[config.mk]
export PLATFORM = sky130hd
export DESIGN_NAME = dc_miss_responder_flat
export DESIGN_NICKNAME = d
export VERILOG_FILES = /design/src/rtl/dc_miss_responder_if.sv /design/src/rtl/dc_miss_responder.sv /design/src/flat_wrapper.sv
export SDC_FILE = /design/constraint.sdc
export NUM_CORES = 1
export LEC_CHECK = 0
export CORE_MARGIN = 1.5
export CORE_UTILIZATION = 45
export DETAILED_ROUTE_END_ITERATION = 16
export GPL_TIMING_DRIVEN = 0
export PLACE_DENSITY = 0.79
export RECOVER_POWER = 100
export SYNTH_ARGS = -nofsm -noshare
export SYNTH_HDL_FRONTEND = slang
export SYNTH_SLANG_ARGS = --single-unit
[constraint.sdc]
create_clock -name clk -period 5.55 [get_ports clk]
set_input_delay 1.3875 -clock clk [delete_from_list [all_inputs] [get_ports clk]]
set_output_delay 1.3875 -clock clk [all_outputs]
set_load 0.02 [all_outputs]
[src/rtl/dc_miss_responder_if.sv]
// Cache-side miss/evict/IO request signals and main-memory beat bus for dc_miss_responder.
// master = the responder itself, slave = the cache/memory environment facing it.
interface dc_miss_responder_if #(
    parameter int LINE_W = 128,
    parameter int BEAT_W = 32
);
    logic              dc_miss;
    logic [31:0]       dc_miss_addr;
    logic              dc_evict;
    logic [31:0]       dc_evict_addr;
    logic [LINE_W-1:0] dc_evict_data;
    logic [LINE_W-1:0] dc_data_fill;
    logic              dc_miss_ack;
    logic              io_access;
    logic              io_rw;
    logic [31:0]       io_addr;
    logic [31:0]       io_wr_data;
    logic [31:0]       io_rd_data;
    logic              io_ack;
    logic              mem_req;
    logic              mem_we;
    logic [31:0]       mem_addr;
    logic [BEAT_W-1:0] mem_wdata;
    logic [BEAT_W-1:0] mem_rdata;
    logic              mem_ack;
    logic              busy;

    modport master (
        input  dc_miss, dc_miss_addr, dc_evict, dc_evict_addr, dc_evict_data,
        input  io_access, io_rw, io_addr, io_wr_data,
        input  mem_rdata, mem_ack,
        output dc_data_fill, dc_miss_ack, io_rd_data, io_ack,
        output mem_req, mem_we, mem_addr, mem_wdata, busy
    );

    modport slave (
        output dc_miss, dc_miss_addr, dc_evict, dc_evict_addr, dc_evict_data,
        output io_access, io_rw, io_addr, io_wr_data,
        output mem_rdata, mem_ack,
        input  dc_data_fill, dc_miss_ack, io_rd_data, io_ack,
        input  mem_req, mem_we, mem_addr, mem_wdata, busy
    );
endinterface

[src/rtl/dc_miss_responder.sv]
// MMU-side responder: turns dirty-line writebacks, line fills and uncached IO accesses
// into handshaked BEAT_W-wide memory beats, returning fill/IO data with one-cycle acks.
module dc_miss_responder #(
    parameter int LINE_W = 128,
    parameter int BEAT_W = 32,
    parameter int BEATS  = 4
) (
    input  logic clk,
    input  logic rst,
    dc_miss_responder_if.master bus
);
    localparam int CNT_W = (BEATS > 1) ? $clog2(BEATS) : 1;

    typedef enum logic [2:0] {IDLE, EVICT, FILL, MACK, IO, IACK, GUARD} state_t;

    state_t            state, state_nxt;
    logic [CNT_W-1:0]  cnt;
    logic [31:0]       miss_addr_q, evict_addr_q, io_addr_q, io_wr_data_q;
    logic              io_rw_q;
    logic [LINE_W-1:0] evict_data_q, fill_buf, fill_merged, data_fill_q;
    logic [31:0]       io_rd_data_q;
    logic              last_beat;
    logic [31:0]       beat_off;
    logic              mem_req, mem_we;
    logic [31:0]       mem_addr;
    logic [BEAT_W-1:0] mem_wdata;

    assign last_beat = (cnt == CNT_W'(BEATS - 1));
    assign beat_off  = 32'(cnt) << 2;

    always_comb begin
        state_nxt   = state;
        mem_req     = 1'b0;
        mem_we      = 1'b0;
        mem_addr    = '0;
        mem_wdata   = '0;
        // fill buffer with the beat currently on mem_rdata merged in, so the
        // completed line can be published on the same edge as the last ack
        fill_merged = fill_buf;
        fill_merged[BEAT_W*int'(cnt) +: BEAT_W] = bus.mem_rdata;
        case (state)
            IDLE: begin
                if (bus.dc_miss)
                    state_nxt = bus.dc_evict ? EVICT : FILL;
                else if (bus.io_access)
                    state_nxt = IO;
            end
            EVICT: begin
                mem_req   = 1'b1;
                mem_we    = 1'b1;
                mem_addr  = evict_addr_q + beat_off;
                mem_wdata = evict_data_q[BEAT_W*int'(cnt) +: BEAT_W];
                if (bus.mem_ack && last_beat)
                    state_nxt = FILL;
            end
            FILL: begin
                mem_req  = 1'b1;
                mem_addr = miss_addr_q + beat_off;
                if (bus.mem_ack && last_beat)
                    state_nxt = MACK;
            end
            MACK:  state_nxt = GUARD;
            IO: begin
                mem_req   = 1'b1;
                mem_we    = io_rw_q;
                mem_addr  = io_addr_q;
                mem_wdata = io_rw_q ? BEAT_W'(io_wr_data_q) : '0;
                if (bus.mem_ack)
                    state_nxt = IACK;
            end
            IACK:  state_nxt = GUARD;
            GUARD: state_nxt = IDLE;
            default: state_nxt = IDLE;
        endcase
    end

    always_ff @(posedge clk) begin
        if (rst) begin
            state        <= IDLE;
            cnt          <= '0;
            miss_addr_q  <= '0;
            evict_addr_q <= '0;
            evict_data_q <= '0;
            io_rw_q      <= 1'b0;
            io_addr_q    <= '0;
            io_wr_data_q <= '0;
            fill_buf     <= '0;
            data_fill_q  <= '0;
            io_rd_data_q <= '0;
        end else begin
            state <= state_nxt;
            case (state)
                IDLE: begin
                    cnt <= '0;
                    if (bus.dc_miss) begin
                        miss_addr_q  <= bus.dc_miss_addr;
                        evict_addr_q <= bus.dc_evict_addr;
                        evict_data_q <= bus.dc_evict_data;
                    end else if (bus.io_access) begin
                        io_rw_q      <= bus.io_rw;
                        io_addr_q    <= bus.io_addr;
                        io_wr_data_q <= bus.io_wr_data;
                    end
                end
                EVICT: begin
                    if (bus.mem_ack)
                        cnt <= last_beat ? '0 : cnt + 1'b1;
                end
                FILL: begin
                    if (bus.mem_ack) begin
                        fill_buf <= fill_merged;
                        cnt      <= last_beat ? '0 : cnt + 1'b1;
                        if (last_beat)
                            data_fill_q <= fill_merged;
                    end
                end
                IO: begin
                    if (bus.mem_ack && !io_rw_q)
                        io_rd_data_q <= 32'(bus.mem_rdata);
                end
                default: ;
            endcase
        end
    end

    assign bus.mem_req      = mem_req;
    assign bus.mem_we       = mem_we;
    assign bus.mem_addr     = mem_addr;
    assign bus.mem_wdata    = mem_wdata;
    assign bus.dc_miss_ack  = (state == MACK);
    assign bus.dc_data_fill = data_fill_q;
    assign bus.io_ack       = (state == IACK);
    assign bus.io_rd_data   = io_rd_data_q;
    assign bus.busy         = (state != IDLE);
endmodule

[src/flat_wrapper.sv]
// flat-port wrapper written by rule: the top's interface ports become plain ports
module dc_miss_responder_flat 
#(
    parameter int LINE_W = 128,
    parameter int BEAT_W = 32,
    parameter int BEATS  = 4
)
  (clk, rst, bus_dc_miss, bus_dc_miss_addr, bus_dc_evict, bus_dc_evict_addr, bus_dc_evict_data, bus_io_access, bus_io_rw, bus_io_addr, bus_io_wr_data, bus_mem_rdata, bus_mem_ack, bus_dc_data_fill, bus_dc_miss_ack, bus_io_rd_data, bus_io_ack, bus_mem_req, bus_mem_we, bus_mem_addr, bus_mem_wdata, bus_busy);
  dc_miss_responder_if #(.LINE_W(LINE_W), .BEAT_W(BEAT_W)) bus_i ();
  input  logic clk;
  input  logic rst;
  input wire logic [$bits(bus_i.dc_miss)-1:0] bus_dc_miss;
  input wire logic [$bits(bus_i.dc_miss_addr)-1:0] bus_dc_miss_addr;
  input wire logic [$bits(bus_i.dc_evict)-1:0] bus_dc_evict;
  input wire logic [$bits(bus_i.dc_evict_addr)-1:0] bus_dc_evict_addr;
  input wire logic [$bits(bus_i.dc_evict_data)-1:0] bus_dc_evict_data;
  input wire logic [$bits(bus_i.io_access)-1:0] bus_io_access;
  input wire logic [$bits(bus_i.io_rw)-1:0] bus_io_rw;
  input wire logic [$bits(bus_i.io_addr)-1:0] bus_io_addr;
  input wire logic [$bits(bus_i.io_wr_data)-1:0] bus_io_wr_data;
  input wire logic [$bits(bus_i.mem_rdata)-1:0] bus_mem_rdata;
  input wire logic [$bits(bus_i.mem_ack)-1:0] bus_mem_ack;
  output wire logic [$bits(bus_i.dc_data_fill)-1:0] bus_dc_data_fill;
  output wire logic [$bits(bus_i.dc_miss_ack)-1:0] bus_dc_miss_ack;
  output wire logic [$bits(bus_i.io_rd_data)-1:0] bus_io_rd_data;
  output wire logic [$bits(bus_i.io_ack)-1:0] bus_io_ack;
  output wire logic [$bits(bus_i.mem_req)-1:0] bus_mem_req;
  output wire logic [$bits(bus_i.mem_we)-1:0] bus_mem_we;
  output wire logic [$bits(bus_i.mem_addr)-1:0] bus_mem_addr;
  output wire logic [$bits(bus_i.mem_wdata)-1:0] bus_mem_wdata;
  output wire logic [$bits(bus_i.busy)-1:0] bus_busy;
  assign bus_i.dc_miss = bus_dc_miss;
  assign bus_i.dc_miss_addr = bus_dc_miss_addr;
  assign bus_i.dc_evict = bus_dc_evict;
  assign bus_i.dc_evict_addr = bus_dc_evict_addr;
  assign bus_i.dc_evict_data = bus_dc_evict_data;
  assign bus_i.io_access = bus_io_access;
  assign bus_i.io_rw = bus_io_rw;
  assign bus_i.io_addr = bus_io_addr;
  assign bus_i.io_wr_data = bus_io_wr_data;
  assign bus_i.mem_rdata = bus_mem_rdata;
  assign bus_i.mem_ack = bus_mem_ack;
  assign bus_dc_data_fill = bus_i.dc_data_fill;
  assign bus_dc_miss_ack = bus_i.dc_miss_ack;
  assign bus_io_rd_data = bus_i.io_rd_data;
  assign bus_io_ack = bus_i.io_ack;
  assign bus_mem_req = bus_i.mem_req;
  assign bus_mem_we = bus_i.mem_we;
  assign bus_mem_addr = bus_i.mem_addr;
  assign bus_mem_wdata = bus_i.mem_wdata;
  assign bus_busy = bus_i.busy;
  dc_miss_responder #(.LINE_W(LINE_W), .BEAT_W(BEAT_W), .BEATS(BEATS)) u_core (.clk(clk), .rst(rst), .bus(bus_i));
endmodule
* Yosys cells after proc, flatten, opt, wreduce, memory -nomap -nowiden
Index checks and enable logic that the tools add are counted.
** Word-level totals
- Register bits after elaboration :: 550
- Input bits :: 295
- Output and inout port bits :: 229
- Word-level logic and storage cells :: 62
** Operators by class
- Add/subtract/negate cells :: 4
- Eq/ne operators :: 11
- Shift operators :: 3
- Mux-type cells :: 16
- Bitwise logic cells :: 1
- Reductions and logical operators :: 16
** Operator list (count)
- $bwmux 128 :: 1
- $shift 32x33->128 const A :: 1
- $shiftx 128x8->32 :: 1
- $shiftx 32x33->128 :: 1
- $pmux 32 s3 :: 1
- $add 32x4->32 :: 2
- $pmux 32 s2 :: 1
- $neg 7->33 :: 1
- $mux 32 :: 1
- $mux 3 :: 5
- $pmux 3 s5 :: 1
- $reduce_and 2->1 :: 4
- $eq 3x2->1 const B :: 2
- $eq 3x3->1 const B :: 2
- $mux 2 :: 3
- $ne 2x1->1 const B :: 3
- $reduce_and 3->1 :: 2
- $pmux 2 s2 :: 1
- $reduce_and 4->1 :: 1
- $reduce_or 2->1 :: 2
- $eq 3x1->1 const B :: 1
- $logic_not 3->1 :: 1
- $ne 3x3->1 const B :: 1
- $reduce_bool 3->1 :: 1
- 10 further kinds :: 11

* Logic depth before layout (Yosys ltp)
- Depth after elaboration :: 4
- Gate-level depth with buffers :: 16
- Gate-level depth less buffers :: 11

* Worst setup path before layout
No wires, ideal clock.
- Path type :: register to output
- Start :: reg u_core.state[2]
- End :: out bus_mem_addr[26]
- Data arrival time :: 3.367 ns
- Required time :: 4.163 ns
- Path slack :: 0.795 ns
- Stages on the path, launching flop included :: 17
- Path buffers :: 5
- Cells stage by stage :: dfxtp_1 > buf_6 > or3b_1 > buf_6 > buf_6 > clkbuf_1 > clkbuf_1 > nand2_1 > nand2_1 > ha_1 > inv_1 > fa_1 > inv_1 > o21ai_1 > nor4_1 > xor2_1 > o21ai_0
** Between the ends
- Cells in the longest elaborated chain, start to end :: 2
- Elaborated cells between the ends (all ways) :: 4
- Those cells by class :: eq/ne (3); mux (1)
** Ends and longest elaborated chain
- start, declared :: line dc_miss_responder.sv:16 : state_t state, state_nxt;
- start signal, assigned :: line dc_miss_responder.sv:91 : state <= state_nxt;
- $eq 3x3->1, or another cell as far along :: line dc_miss_responder.sv:41 : case (state)
- $pmux 32 s3 (*) :: line dc_miss_responder.sv:41
- end, declared :: line flat_wrapper.sv:29 : output wire logic [$bits(bus_i.mem_addr)-1:0] bus_mem_addr;
Every way passes the cells marked *; elsewhere a longest branch is shown, timed or not.

* Worst setup path in the final report
- Start :: reg u_core.state[0]
- End :: out bus_mem_wdata[27]
** Between the ends
- Cells in the longest elaborated chain, start to end :: 2
- Elaborated cells between the ends (all ways) :: 3
- Those cells by class :: eq/ne (2); mux (1)
** Ends and longest elaborated chain
- $eq 3x3->1 / $eq 3x1->1 (equally long branches) :: line dc_miss_responder.sv:41
- $pmux 32 s2 (*) :: line dc_miss_responder.sv:41
- end, declared :: line flat_wrapper.sv:30 : output wire logic [$bits(bus_i.mem_wdata)-1:0] bus_mem_wdata;
Marks and branches as above.

==> qor.yml <==
syn_to_final_growth_pct: 35.4
clock_latency_ns: 0.64
power.share.switching: 0.347
synth_top_cell_area_share: 0.478
mapped_cells: 2819
final.setup.tns_ns: 0
vias_per_cell: 5.72
cp_data_arrival_time_ns: 4.05
fp.dieH_um: 229
ys_ff_latch: 550
ys_async_sr_fraction: 0
die_area_mm2: 0.0525
grt_max_degree: 20
synth.area.top_cells: "sky130_fd_sc_hd__dfxtp_1 (48%), sky130_fd_sc_hd__nand2_1 (10%), sky130_fd_sc_hd__a21oi_1 (9.3%)"
detailedPlace.worstSlack_ns: -0.743
clockBufferDepth: 3
detail_route.wl_per_cell_um: 22.6
track_usage: 0.342
p_switching_uw: 4400
core.rowCount: 82
detailroute.via_count: 23600
outcome: "finished clean"
synth_top_cells_by_count: "sky130_fd_sc_hd__nand2_1 (641), sky130_fd_sc_hd__dfxtp_1 (550), sky130_fd_sc_hd__a21oi_1 (427), sky130_fd_sc_hd__nor2_1 (276), sky130_fd_sc_hd__a211oi_1 (258)"
least_margin_pin_slew_ns: 1.13
routed_wl_um: 93500
fraction_of_final_layout_cells_with_drive_strength_greater_than_1: 0.0525
syn-cell-area_mm2: 0.0230
startpoint_type: "flop"
design.portCount: 524
place.port_buffers: 522
clock-root-buffer: "sky130_fd_sc_hd__clkbuf_16"
fp.dieW_um: 229
fillers: 4475
cellLeakagePower_uw: 0.0114
period_needed_ns: 5.44
worst_hold_path_type: "reg -> reg"
drv_slew: 0
yosysSeqAreaShare: 0.478
power.share.sequential: 0.388
ys.flop_type: "sky130_fd_sc_hd__dfxtp_1"
timing.final.setup_violations: 0
total_area_of_multi_input_combinational_cells_mm2: 0.0110
critPathKind: "reg -> out"
maxClockFrequency_mhz: 184
total_congestion_overflow_after_global_routing: 0
max_cap_viol_count: 0
first_iter_violations: 2249
int_power_uw: 8260
post_synth_cell_types: 65
initial_util: 0.458
postSynthNetCount: 3123
finalCoreUtilization: 0.620
worstSetupEndpointType: "output pin"
final-hold-violation-count: 0
cts.clk_slew.worst_paths_ns: 0.05
worst_setup_slack_final_ns: 0.114
avgSynthCellArea_um2: 8.17
worst_clock_skew_ns: 0.0374
clock_tree.htree_level_count: 2
count_of_flip_flops_with_a_built_in_enable_after_synthesis: 0
slew-limit-headroom: 0.247
antenna_found_initial: 13
layout.area.seq_mm2: 0.0110
cts-buffers-inserted: 57
timing.critical_path.required_ns: 4.16
first_global_vias: 22200
design.core.area_mm2: 0.0503
yosysWarnings: 0
synthMostInstantiatedCell: "sky130_fd_sc_hd__nand2_1"
num-nets-final: 3705
cp_max_fo: 10
power.share.combinational: 0.284
post-dp-hpwl_um: 70200
grt_first_pass_wirelength_um: 137000
finalWeightedCongestion: 0.960
detail-route-antenna-nets: 0
drt_first_pass_iters: 6
setup_repair_after_global_routing_missed_its_margin: "no"
synth_area_leader_cell: "sky130_fd_sc_hd__dfxtp_1"
min_period_over_period: 0.980
clockPowerShare: 0.328
remaining_drc_errors: 0
power_density_mw_per_mm2: 406
power.ir.vdd_worst_mv: 0.284
cts.sinks: 550
cts_tree: "done"
## flip-flops by register name, indices dropped and copies added (netlist names)
signal,count
u_core.bus.dc_data_fill,128
u_core.evict_data_q,128
u_core.fill_buf,128
u_core.bus.io_rd_data,32
u_core.evict_addr_q,32
u_core.io_addr_q,32
u_core.io_wr_data_q,32
u_core.miss_addr_q,32
u_core.state,3
u_core.cnt,2
u_core.io_rw_q,1
## layer usage
| layer | track usage | share of wire |
|---|---|---|
| met1 | 0.437 | 0.40 |
| met2 | 0.547 | 0.45 |
| met3 | 0.0754 | 0.10 |
| met4 | 0.168 | 0.050 |
| met5 | 0 | 0.00014 |
## cell usage in the layout, fill, tap and decap left out, types with 12 or more instances in the layout
| master | n |
|---|---|
| sky130_fd_sc_hd__a211oi_1 | 258 |
| sky130_fd_sc_hd__mux2i_1 | 13 |
| sky130_fd_sc_hd__nand3_1 | 29 |
| sky130_fd_sc_hd__nor2_1 | 276 |
| sky130_fd_sc_hd__clkdlybuf4s50_1 | 294 |
| sky130_fd_sc_hd__diode_2 | 14 |
| sky130_fd_sc_hd__buf_2 | 24 |
| sky130_fd_sc_hd__buf_1 | 13 |
| sky130_fd_sc_hd__dfxtp_1 | 550 |
| sky130_fd_sc_hd__clkbuf_16 | 57 |
| sky130_fd_sc_hd__clkbuf_1 | 213 |
| sky130_fd_sc_hd__clkbuf_8 | 15 |
| sky130_fd_sc_hd__a21oi_1 | 427 |
| sky130_fd_sc_hd__xor2_1 | 14 |
| sky130_fd_sc_hd__mux4_2 | 32 |
| sky130_fd_sc_hd__nand2_1 | 641 |
| sky130_fd_sc_hd__o21ai_0 | 20 |
| sky130_fd_sc_hd__dlygate4sd3_1 | 215 |
| sky130_fd_sc_hd__a22o_1 | 37 |
| sky130_fd_sc_hd__xnor2_1 | 12 |
| sky130_fd_sc_hd__nor2b_1 | 132 |
| sky130_fd_sc_hd__clkinv_2 | 12 |
## worst max-delay path: stages (launching register included)
cell	delay [ns]
sky130_fd_sc_hd__dfxtp_1	0.32
sky130_fd_sc_hd__buf_2	0.22
sky130_fd_sc_hd__nor2b_1	0.21
sky130_fd_sc_hd__nor2b_1	0.38
sky130_fd_sc_hd__clkbuf_1	0.72
sky130_fd_sc_hd__clkbuf_1	0.57
sky130_fd_sc_hd__a22o_1	0.23
sky130_fd_sc_hd__dlygate4sd3_1	0.79
## power by group through the flow
| stage | logic (µW) | registers, µW | clock network (µW) |
|---|---|---|---|
| 3_5_place_dp | 3520 | 4960 | 0 |
| 4_1_cts | 3550 | 4880 | 4160 |
| 2_1_floorplan | 2210 | 4870 | 0 |
| 3_3_place_gp | 3480 | 4940 | 0 |
| 6_report | 3600 | 4910 | 4160 |
| 5_1_grt | 3870 | 4960 | 4320 |
## through the flow
stage / power (µW) / cells / area [µm²] / hold WS, ns
floorplan: 7070 / 2819 / 23000 / 0.433
global placement: 8420 / 4013 / 29100 / 0.440
detailed placement: 8480 / 4014 / 29100 / 0.443
CTS: 12600 / 4122 / 31200 / 0.452
global route: 13200 / 4133 / 31200 / 0.465
finish: 12700 / 4135 / 31200 / 0.450
## cell families after synthesis
logic type,after synthesis,synth area share
simple gates,1144,0.213
compound gates,790,0.212
flops,550,0.478
buf+inv,253,0.0440
mux,46,0.0374
xor+xnor,27,0.0103
fa+ha+maj,9,0.00522
## worst paths after layout
path | from | end | slack [ns] | cells past startpoint
setup / recovery | u_core.state[0] | bus_mem_wdata[27] | 0.11 | 7
hold / removal | u_core.bus.io_rd_data[26] | u_core.bus.io_rd_data[26] | 0.45 | 2
setup reg to reg | u_core.cnt[1] | u_core.fill_buf[109] | 1.72 | 9
hold reg to reg | u_core.bus.io_rd_data[26] | u_core.bus.io_rd_data[26] | 0.45 | 2
## layout make-up
type | count | share of cell area
Inverter | 7 | 0.000843
Buffer | 244 | 0.0315
Sequential cell | 550 | 0.353
Multi-Input combinational cell | 2016 | 0.353
Timing Repair Buffer | 525 | 0.167
Clock inverter | 25 | 0.0120
Clock buffer | 82 | 0.0536
Tap cell | 672 | 0.0270
Antenna cell | 14 | 0.00112
## timing repair
action / 4_1_cts / 5_1_grt
resized for setup: 24 / 11
hold buffers: 0 / 0
endpoints found under the hold margin: 0 / 0
setup buffers: 2 / 0
endpoints found under the setup margin: 29 / 20
pin swaps: 2 / 0
Power figures use the tool's default switching activity.
